<file path="config.mk">
export PLATFORM = sky130hd
export DESIGN_NAME = fir_out_decimator
export DESIGN_NICKNAME = d
export VERILOG_FILES = /design/src/rtl/fir_out_decimator.sv
export SDC_FILE = /design/constraint.sdc
export NUM_CORES = 1
export LEC_CHECK = 0
export BUFFER_PORTS_ARGS = -buffer_cell sky130_fd_sc_hd__clkbuf_2
export CAP_MARGIN = 10
export CORE_MARGIN = 1
export CORE_UTILIZATION = 51
export DETAILED_ROUTE_END_ITERATION = 7
export PLACE_DENSITY = 0.76
export SLEW_MARGIN = 10
export SYNTH_ARGS = -nofsm -noshare
export SYNTH_HDL_FRONTEND = slang
export SYNTH_SLANG_ARGS = --single-unit
</file>
<file path="constraint.sdc">
create_clock -name clk -period 2.31 [get_ports clk]
set_clock_uncertainty 0.15 [all_clocks]
set_input_delay 0.1155 -clock clk [delete_from_list [all_inputs] [get_ports clk]]
set_output_delay 0.1155 -clock clk [all_outputs]
set_load 0.02 [all_outputs]
</file>
<file path="src/rtl/fir_out_decimator.sv">
// Purpose: decimate the FIR output stream, round/saturate to OUT_W, and queue results for a valid/ready consumer.
// Latency: a kept sample is in the stage register after edge k and at the FIFO head (out_valid=1) after edge k+1.
// Backpressure: none upstream; a kept sample arriving at a full FIFO with no pop is dropped and flagged in ovf.
module fir_out_decimator #(
    parameter int IN_W  = 16,
    parameter int OUT_W = 8,
    parameter int DECIM = 4,
    parameter int SHIFT = 4,
    parameter int DEPTH = 4
) (
    input  logic                       clk,
    input  logic                       reset,
    input  logic signed [IN_W-1:0]     in_data,
    input  logic                       in_valid,
    output logic signed [OUT_W-1:0]    out_data,
    output logic                       out_valid,
    input  logic                       out_ready,
    output logic [$clog2(DEPTH):0]     count,
    output logic                       sat,
    output logic                       ovf,
    input  logic                       clr_status
);

    localparam int AW = $clog2(DEPTH);
    localparam int CW = AW + 1;
    localparam int PW = (DECIM > 1) ? $clog2(DECIM) : 1;
    localparam int SW = IN_W + 1;

    // Rounding constant is half an LSB of the shifted result; zero when there is no shift.
    localparam logic signed [SW-1:0] RND_C = SW'((1 << SHIFT) >> 1);
    localparam logic signed [SW-1:0] SMAX  = SW'((1 << (OUT_W - 1)) - 1);
    localparam logic signed [SW-1:0] SMIN  = ~SMAX;
    localparam logic [OUT_W-1:0]     OMAX  = {1'b0, {(OUT_W - 1){1'b1}}};
    localparam logic [OUT_W-1:0]     OMIN  = {1'b1, {(OUT_W - 1){1'b0}}};

    logic [PW-1:0]          phase;
    logic                   keep;
    logic signed [SW-1:0]   ext;
    logic signed [SW-1:0]   rnd;
    logic signed [SW-1:0]   scl;
    logic                   clip_hi;
    logic                   clip_lo;
    logic [OUT_W-1:0]       sat_val;

    logic                   stg_vld;
    logic [OUT_W-1:0]       stg_dat;

    logic [OUT_W-1:0]       mem [DEPTH];
    logic [AW-1:0]          wr_ptr;
    logic [AW-1:0]          rd_ptr;
    logic                   full;
    logic                   pop;
    logic                   push;
    logic                   drop;

    assign keep = in_valid && (phase == '0);

    // Round half toward +inf at IN_W+1 bits, then clamp into the signed OUT_W range.
    always_comb begin
        ext     = {in_data[IN_W-1], in_data};
        rnd     = ext + RND_C;
        scl     = rnd >>> SHIFT;
        clip_hi = (scl > SMAX);
        clip_lo = (scl < SMIN);
        sat_val = scl[OUT_W-1:0];
        if (clip_hi) begin
            sat_val = OMAX;
        end else if (clip_lo) begin
            sat_val = OMIN;
        end
    end

    // Phase counter, stage register and sticky saturation flag (a new clip beats a clear).
    always_ff @(posedge clk) begin
        if (!reset) begin
            phase   <= '0;
            stg_vld <= 1'b0;
            stg_dat <= '0;
            sat     <= 1'b0;
        end else begin
            if (in_valid) begin
                phase <= (phase == PW'(DECIM - 1)) ? '0 : phase + 1'b1;
            end
            stg_vld <= keep;
            if (keep) begin
                stg_dat <= sat_val;
            end
            sat <= (keep & (clip_hi | clip_lo)) | (sat & ~clr_status);
        end
    end

    assign full      = (count == CW'(DEPTH));
    assign out_valid = (count != '0);
    assign pop       = out_valid & out_ready;
    // A full FIFO still accepts the stage value when the head leaves in the same cycle.
    assign push      = stg_vld & (~full | pop);
    assign drop      = stg_vld & full & ~pop;
    assign out_data  = out_valid ? mem[rd_ptr] : '0;

    // FIFO storage; contents need no reset because out_data is masked while empty.
    always_ff @(posedge clk) begin
        if (push) begin
            mem[wr_ptr] <= stg_dat;
        end
    end

    // FIFO pointers, occupancy and sticky overflow flag (a new drop beats a clear).
    always_ff @(posedge clk) begin
        if (!reset) begin
            wr_ptr <= '0;
            rd_ptr <= '0;
            count  <= '0;
            ovf    <= 1'b0;
        end else begin
            if (push) begin
                wr_ptr <= wr_ptr + 1'b1;
            end
            if (pop) begin
                rd_ptr <= rd_ptr + 1'b1;
            end
            case ({push, pop})
                2'b10:   count <= count + 1'b1;
                2'b01:   count <= count - 1'b1;
                default: count <= count;
            endcase
            ovf <= drop | (ovf & ~clr_status);
        end
    end

endmodule

</file>
* Yosys cells after proc, flatten, opt, wreduce, memory -nomap -nowiden
Memory sizes are Yosys's and may differ from the RTL's. A register that Yosys moved wholly into a read port is not among the register bits.
Cells that the tools add are included.
** Operators by class
- Muxes and demuxes :: 9
- Order comparisons :: 2
- Multipliers :: 0
- Equal/unequal tests :: 4
- Add/subtract/negate cells :: 6
- Bitwise operators :: 14
- Div/mod/pow operators :: 0
- Reduce and logical (&&, ||, !) cells :: 4
- Shift-type cells :: 0
** Operators by type and width (number)
- $mux 8 :: 3
- $add 16x5->17 const B :: 1
- $gt 13x8->1 const B :: 1
- $lt 13x8->1 const B :: 1
- $and 1x1->1 :: 7
- $add 2x1->2 const B :: 3
- $mux 2 :: 3
- $pmux 3 s2 :: 1
- $eq 2x2->1 const B :: 2
- $or 1x1->1 :: 4
- $add 3x1->3 const B :: 1
- $eq 3x3->1 const B :: 1
- $not 1->1 :: 3
- $reduce_bool 3->1 :: 1
- $sub 3x1->3 const B :: 1
- $eq 2x1->1 const B :: 1
- $logic_not 2->1 :: 1
- $mux 1 :: 2
- $reduce_bool 2->1 :: 1
- $logic_and 1x1->1 :: 1
** Storage, ports and cells
- Bits in writable memories :: 32
- Bits in latches :: 0
- Output and inout port bits :: 14
- Logic and storage cells :: 48
- Register bits after elaboration :: 20
- ROM bits :: 0
- Memories kept :: 1
** Memories
- mem :: depth 4, bits a word 8, read ports 1, clocked after Yosys merged registers in 1, write ports 1, RTL line 48 : logic [OUT_W-1:0] mem [DEPTH];

* Depth between registers and ports, before layout
- Depth in word-level cells :: 6
- Mapped depth :: 10
- Mapped depth without buffers :: 9

* Least setup slack after synthesis
No wires, ideal clock.
- Kind :: reg2reg
- From :: register count[0]
- To :: register count[2]
- Setup slack :: -0.275 ns
- Required time :: 2.084 ns
- Library setup time :: 0.076 ns
- Stages on the path, launching flop included :: 10
- Arrival time :: 2.359 ns
- Path buffers :: 1
- Cell sequence :: dfxtp_1 or3_1 clkbuf_1 and2_1 ha_1 inv_1 fa_1 xor2_1 or3_1 a21boi_0
** Between the ends
- Cells in the longest elaborated chain, start to end :: 6
- Elaborated cells between the ends (all ways) :: 12
** Ends and longest elaborated chain
- from (decl) :: RTL line 18 : output logic [$clog2(DEPTH):0] count,
- from (signal assigned) :: RTL line 122 : 2'b10: count <= count + 1'b1;
- from (signal assigned) :: RTL line 123 : 2'b01: count <= count - 1'b1;
- from (signal assigned) :: RTL line 124 : default: count <= count;
- $reduce_bool 3->1 (*) :: RTL line 93 : assign out_valid = (count != '0);
- net out_valid :: RTL line 16 : output logic out_valid,
- $and 1x1->1 (*) :: RTL line 94 : assign pop = out_valid & out_ready;
- net pop :: RTL line 52 : logic pop;
- $or 1x1->1 :: RTL line 96 : assign push = stg_vld & (~full | pop);
- $and 1x1->1 :: RTL line 96
- $eq 2x1->1 / $eq 2x2->1 (equally long branches) :: RTL line 121 : case ({push, pop})
- $pmux 3 s2 / $reduce_bool 2->1 (equally long branches)
The timed path passes the listed nets; every way through them passes the cells marked *.
A chain may end at the register's enable or synchronous reset.

* Worst setup path in the final report
- From :: register count[1]
- To :: register count[2]
** Between the ends
- Cells in the longest elaborated chain, start to end :: 6
- Elaborated cells between the ends (all ways) :: 12
** Ends and longest elaborated chain (RTL line)
- $reduce_bool 3->1 / $eq 3x3->1 (equally long branches) :: 93, 92
- $and 1x1->1 / $not 1->1 (equally long branches) :: 94, 96
- $or 1x1->1 :: 96
- $and 1x1->1 :: 96
- $eq 2x1->1 / $eq 2x2->1 (equally long branches) :: 121
- $pmux 3 s2 / $reduce_bool 2->1 (equally long branches)
Several ways; a longest one is shown, not always the timed one.

==> run metrics <==
crit start category=flip-flop; Final nets=272; Die Y=72.0 um; share of cells above drive strength 1=26.7%; first-pass GRT wire length=6.98 mm; syn_nets=234; residual DRC count=0; Finished Cell Area=0.00293 sq mm; Hold WS=14.0 ps; CTS tree=built; Layout Utilization=62.0%; Max FO, Critical Path=5; Die W=72.0 um; Detail Route Antenna Nets=0; most frequent cells in the layout=32 x edfxtp_1, 31 x clkbuf_2, 19 x nand2_1, 19 x dfxtp_1, 18 x and2_1; Max-cap violations=0; H-tree depth=2; pwr dens=895 mW/mm^2; Die ar.=0.00519 sq mm; cell family with most CP delay=simple AND/OR/NAND/NOR gates; Syn Inst Count=204; DRT Wirelength=4.28 mm; CP Buf/Inv Count=2; Max Slew Vio Count=0; Worst EP arrival=2320 ps; number of placed instances, taps included=301; antenna diode count=0; Distinct cells, synth=40; clk slew on worst S/H paths=90 ps; Placed Area=0.00277 sq mm; detailed-route via count=1612; crit-path cells=nor4b_4, nor2b_1, inv_1, ha_4, inv_1, fa_2, xor2_1, or3_1, a21boi_1; Mapped Area=0.00250 sq mm; P&R area growth vs syn=17.1%; Final Hold Fails=0; total gr overflow=0; TNS Setup=0 ps; CTS Buffer Depth=2; DRT iter0 DRCs=85; Pleak=1.09 nW; post-synthesis sequential area ratio=56.1%; Critical Path RT=2390 ps; Worst slew margin=71.2%; Placeable Area=0.00472 sq mm; Via density=5.20; delay of the slowest critical-path stage=380 ps; Ys Warns=0; GRT Overall Usage=17.7%; Hold Crit Class=in -> reg; root buf cell=clkbuf_8; Worst Tran Pin Value=432 ps; Non-Filler Instances=310; Initial Utilization=52.9%; status=finished clean; max frequency=447 MHz; initial antenna violation count=0; IO buf count=31; Worst Slack Setup Final=72.6 ps; total power=2.62 mW; Tmin final=2240 ps; row cnt=25; Tcrit/Tclk final=96.9%; Hold-fix buffers, CTS=0; setup violators final=0; nature of the critical path endpoint=flip-flop; total CTS buffers=5; commonest non-fill, non-tap cell in the layout=edfxtp_1; Clk Latency, worst-skew pair=300 ps; vias in the first global route=1548; maximum vdd drop=332 uV; io pins=35; critical path's most frequent cell=inv_1; Slowest cell on crit path=dfxtp_4; CTS sink cnt=54; DRT Pass-1 Iters=4; Routed wire per std cell=13.8 um; class of the most critical setup path=reg -> reg; average cell area after synthesis=12.3 sq um; global placement routability congestion=0.744; Detailed Place HPWL=3.04 mm; largest net degree at the start of global routing=22; synthesis-stage register bit count=54; pre-CTS setup slack=42.3 ps
-- routing by layer --
| layer | vias to the layer above | GRT usage [%] | share of wire [%] | wire length (um) |
|---|---|---|---|---|
| li1 | 811 | - | - | - |
| met1 | 766 | 21.5 | 45 | 1940 |
| met2 | 29 | 31.6 | 51 | 2180 |
| met3 | 6 | 3.47 | 2.4 | 104 |
| met4 | 0 | 6.10 | 1.3 | 56 |
| met5 | - | 0 | 0 | 0 |
-- synthesized netlist by cell type --
cell      instances  share of area [%]
o21ai_1           3               0.60
nand2_1          19                2.9
clkbuf_1          6               0.90
inv_1            12                1.8
o21ai_0          11                2.2
buf_2             1               0.20
and3_1            1               0.25
o31ai_1           1               0.30
nand3_4           1               0.70
xnor2_1           8                2.8
mux2i_1           2               0.80
a311oi_1          1               0.35
a21boi_0          1               0.30
ha_1              8                4.0
and2_0            1               0.25
nor3_1            3               0.60
a31oi_1           7                1.8
and2_1           18                4.5
nand3_1           5                1.0
edfxtp_1         32                 38
a21oi_2           1               0.35
o211ai_1          1               0.30
nand4_4           1               0.85
o21a_1            2               0.60
nand3b_1          2               0.60
nor2_1            3               0.45
nor4b_1           1               0.35
a21oi_1           1               0.20
fa_1              1               0.80
o21ai_2           1               0.35
dfxtp_1          22                 18
or4b_4            1               0.55
a21bo_2           1               0.40
nor4_1            2               0.50
or3_1             3               0.75
o311a_1           1               0.40
nor3b_1           1               0.30
mux4_2            8                7.2
nor2b_1           7                1.8
xor2_1            3                1.1
-- worst reg2reg max path, cell delays in order, from the launching register on --
cell and delay (ps):
dfxtp_4 380, nor4b_4 310, nor2b_1 100, inv_1 100, ha_4 140, inv_1 60
fa_2 340, xor2_1 170, or3_1 310, a21boi_1 130
-- logic make-up after synthesis --
| logic type | count (synthesis) | share of synthesized area [%] |
|---|---|---|
| adders and majority gates | 9 | 4.80 |
| DFF | 54 | 56.1 |
| and+or+nand+nor | 69 | 16.3 |
| xor gates and xnor gates | 11 | 3.85 |
| muxes | 10 | 8.01 |
| buffers and inverters | 19 | 2.90 |
| AOI/OAI and AO/OA | 32 | 8.11 |
-- worst paths after layout --
kind                            startpoint   endpoint  depth (start not counted)  slack (ps)
worst min-delay path            clr_status        ovf                          4          10
worst max register to register    count[1]   count[2]                          9          70
worst max-delay path              count[1]   count[2]                          9          70
worst min register to register  stg_dat[1]  mem[0][1]                          0         360
-- report_power, final --
part | internal, mW | switching [mW] | total [mW]
logic | 0.353 | 0.411 | 0.764
registers | 1.11 | 0.0825 | 1.19
clock network | 0.385 | 0.283 | 0.668
total | 1.84 | 0.777 | 2.62
-- repair_timing --
| action | 4_1_cts | 5_1_grt |
|---|---|---|
| setup buffers | 0 | 1 |
| resized for setup | 0 | 6 |
| endpoints found under the setup margin | 0 | 1 |
-- layout make-up --
cell class,count,area (sq um)
Clock buffer,6,93.8
Clock inverter,2,33.8
Fill cell,384,1800
Inverter,12,45.0
Multi-Input combinational cell,131,1060
Sequential cell,54,1410
Tap cell,67,83.8
Timing Repair Buffer,38,208
-- registers in the layout, indices dropped and copies added (netlist names), named ones only --
register	count
mem	32
ovf	1
stg_dat	8
count	3
phase	2
sat	1
stg_vld	1
rd_ptr	2
wr_ptr	2
Power figures use the tool's default switching activity.
